`src/rtl/fetch_sequencer.sv`:
```
// fetch_sequencer: program counter sequencing start, sequential fetch, branches, stalls and halt with a saturating retire count
module fetch_sequencer #(
  parameter logic [8:0] HALT_INSTR = 9'b111111111,
  parameter int CNT_W = 16
) (
  input  logic             clk,
  input  logic             reset,
  input  logic             start,
  input  logic [7:0]       start_addr,
  input  logic             stall,
  input  logic             branch_taken,
  input  logic             branch_abs,
  input  logic [7:0]       branch_target,
  input  logic [8:0]       instr_in,
  output logic [7:0]       pc,
  output logic             instr_valid,
  output logic             busy,
  output logic             done,
  output logic [CNT_W-1:0] instr_count
);
  typedef enum logic [1:0] {IDLE, RUN, HALTED} state_t;
  state_t state, state_nx;
  logic [7:0] pc_nx;
  logic [CNT_W-1:0] cnt_nx;
  always_ff @(posedge clk) begin
    if (reset) begin
      state <= IDLE;
      pc <= '0;
      instr_count <= '0;
    end else begin
      state <= state_nx;
      pc <= pc_nx;
      instr_count <= cnt_nx;
    end
  end
  always_comb begin
    state_nx = state;
    pc_nx = pc;
    cnt_nx = instr_count;
    if (state != RUN) begin
      if (start) begin
        state_nx = RUN;
        pc_nx = start_addr;
        cnt_nx = '0;
      end
    end else if (!stall) begin
      if (instr_in == HALT_INSTR) state_nx = HALTED;
      else begin
        pc_nx = !branch_taken ? pc + 8'd1 : branch_abs ? branch_target : pc + branch_target;
        cnt_nx = &instr_count ? instr_count : instr_count + CNT_W'(1);
      end
    end
  end
  assign busy = state == RUN;
  assign instr_valid = busy;
  assign done = state == HALTED;
endmodule

```
`config.mk`:
```
export PLATFORM = sky130hd
export DESIGN_NAME = fetch_sequencer
export DESIGN_NICKNAME = d
export VERILOG_FILES = /design/src/rtl/fetch_sequencer.sv
export SDC_FILE = /design/constraint.sdc
export NUM_CORES = 1
export LEC_CHECK = 0
export ABC_AREA = 1
export ABC_CLOCK_PERIOD_IN_PS = 2100
export BUFFER_PORTS_ARGS = -buffer_cell sky130_fd_sc_hd__buf_2
export CORE_MARGIN = 3
export CORE_UTILIZATION = 54
export CTS_BUF_LIST = sky130_fd_sc_hd__clkbuf_8
export DETAILED_ROUTE_END_ITERATION = 7
export GPL_ROUTABILITY_DRIVEN = 0
export PLACE_DENSITY = 0.92
export SYNTH_ARGS = -nofsm -noshare
export SYNTH_HDL_FRONTEND = slang
export SYNTH_SLANG_ARGS = --single-unit
```
`constraint.sdc`:
```
create_clock -name clk -period 2.1 [get_ports clk]
set_input_delay 0.42 -clock clk [delete_from_list [all_inputs] [get_ports clk]]
set_output_delay 0.42 -clock clk [all_outputs]
set_load 0.005 [all_outputs]
```
==> Word-level counts from Yosys, hierarchy flattened <==
Index checks and enable logic that the tools add are counted.
{ "totals": {"rom_bits": 0, "wordCells": 34, "memories": 0, "latch_bits": 0, "inputBits": 31, "register_bits": 26, "ram_bits": 0} }
{ "op_classes": {"n_reduce_logical": 5, "magnitude_cmp": 0, "shifts": 0, "n_addsub": 3, "multipliers": 0, "n_eq_ne": 8, "div_mod_pow": 0, "n_bitwise": 0, "mux": 15} }
{ "ops": {"columns": ["operator", "count"], "rows": [
  ["2-to-1 mux 16 bit", 5],
  ["2-to-1 mux 8 bit", 6],
  ["adder 16 x 1 -> 16 bit, second input constant", 1],
  ["AND reduction 16 bit", 1],
  ["== test 9 bit, second input constant", 1],
  ["adder 8 x 1 -> 8 bit, second input constant", 1],
  ["adder 8 bit", 1],
  ["2-to-1 mux 2 bit", 4],
  ["!= test 2 bit, second input constant", 3],
  ["AND reduction 3 bit", 2],
  ["!= test 2 x 1 -> 1 bit, second input constant", 2],
  ["AND reduction 4 bit", 1],
  ["== test 2 x 1 -> 1 bit, second input constant", 1],
  ["== test 2 bit, second input constant", 1],
  ["nonzero test 2 bit", 1]
]} }

==> Depth between registers and ports, before layout <==
{ "depth": {"word_depth": 6, "ltp_mapped": 12, "mapped_depth_nobuf": 12} }

==> Least setup slack after synthesis <==
OpenSTA, ideal clock, no wires.
{ "synth_path": {"path_type": "register -> register", "from": "reg pc[0]", "to": "reg pc[4]", "setup_time_ns": 0.127, "path_stages_with_launch": 11, "synth_period_minus_slack_ns": 1.696, "n_path_buf": 0, "setup_slack_ns": 0.404, "t_arrival_ns": 1.569, "cell_sequence": "dfxtp_1 > ha_1 > inv_1 > fa_1 > nor2_1 > nor2_1 > xnor2_1 > o21ai_0 > nand2_1 > nand2_1 > a21oi_1"} }
{ "synth_via": {"elab_chain_len": 6, "elab_cells_between_ends": 7, "classes_between": "2 x add/sub; 5 x mux"} }
{ "synth_rtl": {"columns": ["item", "line", "source"], "rows": [
  ["start, declared", "15", "output logic [7:0] pc,"],
  ["start signal, assigned", "32", "pc <= pc_nx;"],
  ["adder 8 bit", "49", "pc_nx = !branch_taken ? pc + 8'd1 : branch_abs ? branch_target : pc + branch_target;"],
  ["2-to-1 mux 8 bit", "49", null],
  ["2-to-1 mux 8 bit *", "49", null],
  ["2-to-1 mux 8 bit *", "47", "if (instr_in == HALT_INSTR) state_nx = HALTED;"],
  ["2-to-1 mux 8 bit *", "46", "end else if (!stall) begin"],
  ["2-to-1 mux 8 bit *", "40", "if (state != RUN) begin"]
]} }
Mark *: on every way between the ends. The rest lies on a longest branch, timed or not. The select of a mux whose other input is x is not followed.
A chain may end at the register's enable or synchronous reset.

==> Final worst setup path <==
{ "layout_path": {"from": "reg instr_count[0]", "to": "reg instr_count[3]"} }
{ "layout_via": {"elab_chain_len": 5, "elab_cells_between_ends": 8, "classes_between": "1 x add/sub; 1 x eq/ne; 4 x mux; 2 x reduce/logical"} }
{ "layout_rtl": {"columns": ["item", "line", "source"], "rows": [
  ["start, declared", "19", "output logic [CNT_W-1:0] instr_count"],
  ["start signal, assigned", "33", "instr_count <= cnt_nx;"],
  ["adder 16 x 1 -> 16 bit", "50", "cnt_nx = &instr_count ? instr_count : instr_count + CNT_W'(1);"],
  ["2-to-1 mux 16 bit", "50", null],
  ["2-to-1 mux 16 bit", "47", null],
  ["2-to-1 mux 16 bit", "46", null],
  ["2-to-1 mux 16 bit", "40", null]
]} }
Parallel ways exist; a longest one is shown, timed or not. The select of a mux whose other input is x is not followed.

==> impl_metrics.env <==
export IMPL_outcome="complete, no violations"
export IMPL_ys_warnings_count=0
export IMPL_cts_clk_slew_worst_paths_ps=90
export IMPL_synth_seq_cells=26
export IMPL_arrival_ps=2050
export IMPL_crit_type="register to register"
export IMPL_cts_max_level=1
export IMPL_grt_max_degree=18
export IMPL_fillers=295
export IMPL_clkLatencyLatePin_ps=270
export IMPL_hold_path_class="input port to register"
export IMPL_grt_first_pass_wirelength_um=8850
export IMPL_cts_sinks=26
export IMPL_overflow=0
export IMPL_rsz0062_at_grt="no"
export IMPL_grt_util_all_layers=0.245
export IMPL_cts_buffers=3
export IMPL_p_per_area_nw_per_um2=528
export IMPL_areaGrowthSynthToFinish_pct=18.8
export IMPL_firstDrtPassIters=5
export IMPL_clock_skew_ps=5.96
export IMPL_path_cells="ha_1, nand2_2, nor3_4, nand4_2, nand2_2, buf_4, nor2_1, o21ai_0, nor2_1"
export IMPL_finalHoldViolCount=0
export IMPL_drt_wl_total_um=5340
export IMPL_port_buffers=57
export IMPL_grt_pass1_vias=2073
export IMPL_synth_async_reset_ratio=0
export IMPL_fp_dieH_um=67.9
export IMPL_layout_commonest_cell="nand2_1"
export IMPL_avgSynthCellArea_um2=6.08
export IMPL_finalSetupTns_ps=0
export IMPL_peakVddDrop_v=0.000554
export IMPL_critPathRequiredTime_ps=2270
export IMPL_netlist_instances=340
export IMPL_design_core_area_um2=3490
export IMPL_fin_nets=439
export IMPL_seq_area_frac_synth=0.252
export IMPL_fin_crit_sh=0.897
export IMPL_relSlewSlack=0.735
export IMPL_synth_edff_count=0
export IMPL_setup_violations=0
export IMPL_netlist_area_um2=2070
export IMPL_drive_above_1_share=0.196
export IMPL_max_freq_mhz=531
export IMPL_holdWs_ps=443
export IMPL_vias=2388
export IMPL_core_rowCount=21
export IMPL_ff_latch_area_um2=520
export IMPL_viasPerCell=5.39
export IMPL_netlist_cell_type_count=29
export IMPL_multi_input_area_um2=1340
export IMPL_worst_pin_slew_ps=397
export IMPL_drt_first_iter_violations=114
export IMPL_post_cts_resized=0
export IMPL_die_area_um2=4600
export IMPL_wl_per_cell_um=12.1
export IMPL_cap_violations=0
export IMPL_min_period_ps=1880
export IMPL_cts_tree="yes"
export IMPL_clockBufferDepth=2
export IMPL_worst_setup_path_start_kind="register"
export IMPL_cts_root_buf="clkbuf_8"
export IMPL_place_hpwl_um=4060
export IMPL_ios=58
export IMPL_drc=0
export IMPL_final_cell_mix="nand2_1 (89), buf_2 (57), nor2_1 (54)"
export IMPL_final_antenna_net_count=0
export IMPL_syn_num_nets=381
export IMPL_antenna_cells=0
export IMPL_post_cts_buffers=0
export IMPL_cts_hold_repair_buffers=0
export IMPL_slowest_stage="dfxtp_1"
export IMPL_crit_path_max_incr_delay_ps=470
export IMPL_p_leak_nw=1.17
export IMPL_worstSetupEndpointType="register"
export IMPL_drv_slew=0
export IMPL_path_max_fanout=17
export IMPL_die_w_um=67.9
export IMPL_start_util=0.591
export IMPL_antenna_found_initial=0
export IMPL_ys_flop_type="dfxtp_1"
## power by group
group	switching [mW]	internal [mW]	leakage, nW
clock network	0.161	0.255	0.0357
logic	0.201	0.137	0.925
registers	0.0281	0.513	0.212
## critical path, delay by kind of cell, from the launching register on
family	cells	cell delay, ps
fa+ha+maj	1	290
compound gates	1	150
flops	1	470
simple gates	6	650
buf+inv	1	230
## cell families after synthesis
kind of cell / Yosys count / synth area share
AO/OA/AOI/OAI: 57 / 0.143
flip-flops: 26 / 0.252
buffers and inverters: 46 / 0.0999
adder cells (fa/ha/maj): 10 / 0.0642
AND/OR/NAND/NOR: 190 / 0.394
XOR/XNOR: 11 / 0.0466
## state kept, by name, summed over array words and instances, names as in the netlist
name / flops
instr_count: 16
pc: 8
state: 2
## cell type report
cell class | count | share of cell area
clock buffer | 3 | 0.0168
inverter | 36 | 0.0551
multi-input combinational | 268 | 0.546
tap | 46 | 0.0235
timing repair buffer | 63 | 0.135
clock inverter | 1 | 0.0122
sequential | 26 | 0.212
## cell usage after synthesis, types with 2 or more instances
master / number / share of area
a21oi_1: 33 / 0.080
buf_2: 2 / 0.0048
buf_4: 2 / 0.0073
clkbuf_1: 4 / 0.0073
dfxtp_1: 26 / 0.25
ha_1: 9 / 0.055
inv_1: 35 / 0.064
nand2_1: 89 / 0.16
nand2_2: 4 / 0.012
nand3_1: 25 / 0.061
nand4_1: 5 / 0.015
nor2_1: 54 / 0.098
nor3_1: 5 / 0.012
o21ai_0: 21 / 0.051
or2_2: 3 / 0.0091
xnor2_1: 5 / 0.021
xor2_1: 6 / 0.025
## metrics by stage
stage	power, mW	setup slack, ps	util	instances	area [um2]
CTS	1.30	257	0.702	443	2450
global placement	0.872	259	0.682	439	2380
global route	1.37	68.3	0.702	443	2450
detailed placement	0.885	214	0.682	439	2380
finish	1.30	215	0.702	443	2450
floorplan	0.787	404	-	340	2070
## final timing paths
kind	slack (ps)	to	cells past startpoint	startpoint
hold / removal	440	pc[0]	3	start_addr[0]
setup reg to reg	220	instr_count[3]	9	instr_count[0]
setup / recovery	220	instr_count[3]	9	instr_count[0]
hold reg to reg	490	state[0]	2	state[0]
## per-layer routing
metal / wire, um / GRT usage / vias up / share of wire
met5: 0 / 0 / - / 0
met4: 61 / 0.0645 / 0 / 0.011
li1: - / - / 1218 / -
met2: 2560 / 0.417 / 96 / 0.48
met1: 2300 / 0.324 / 1066 / 0.43
met3: 422 / 0.0378 / 8 / 0.079
No activity file was read; power rests on OpenSTA's default activity.
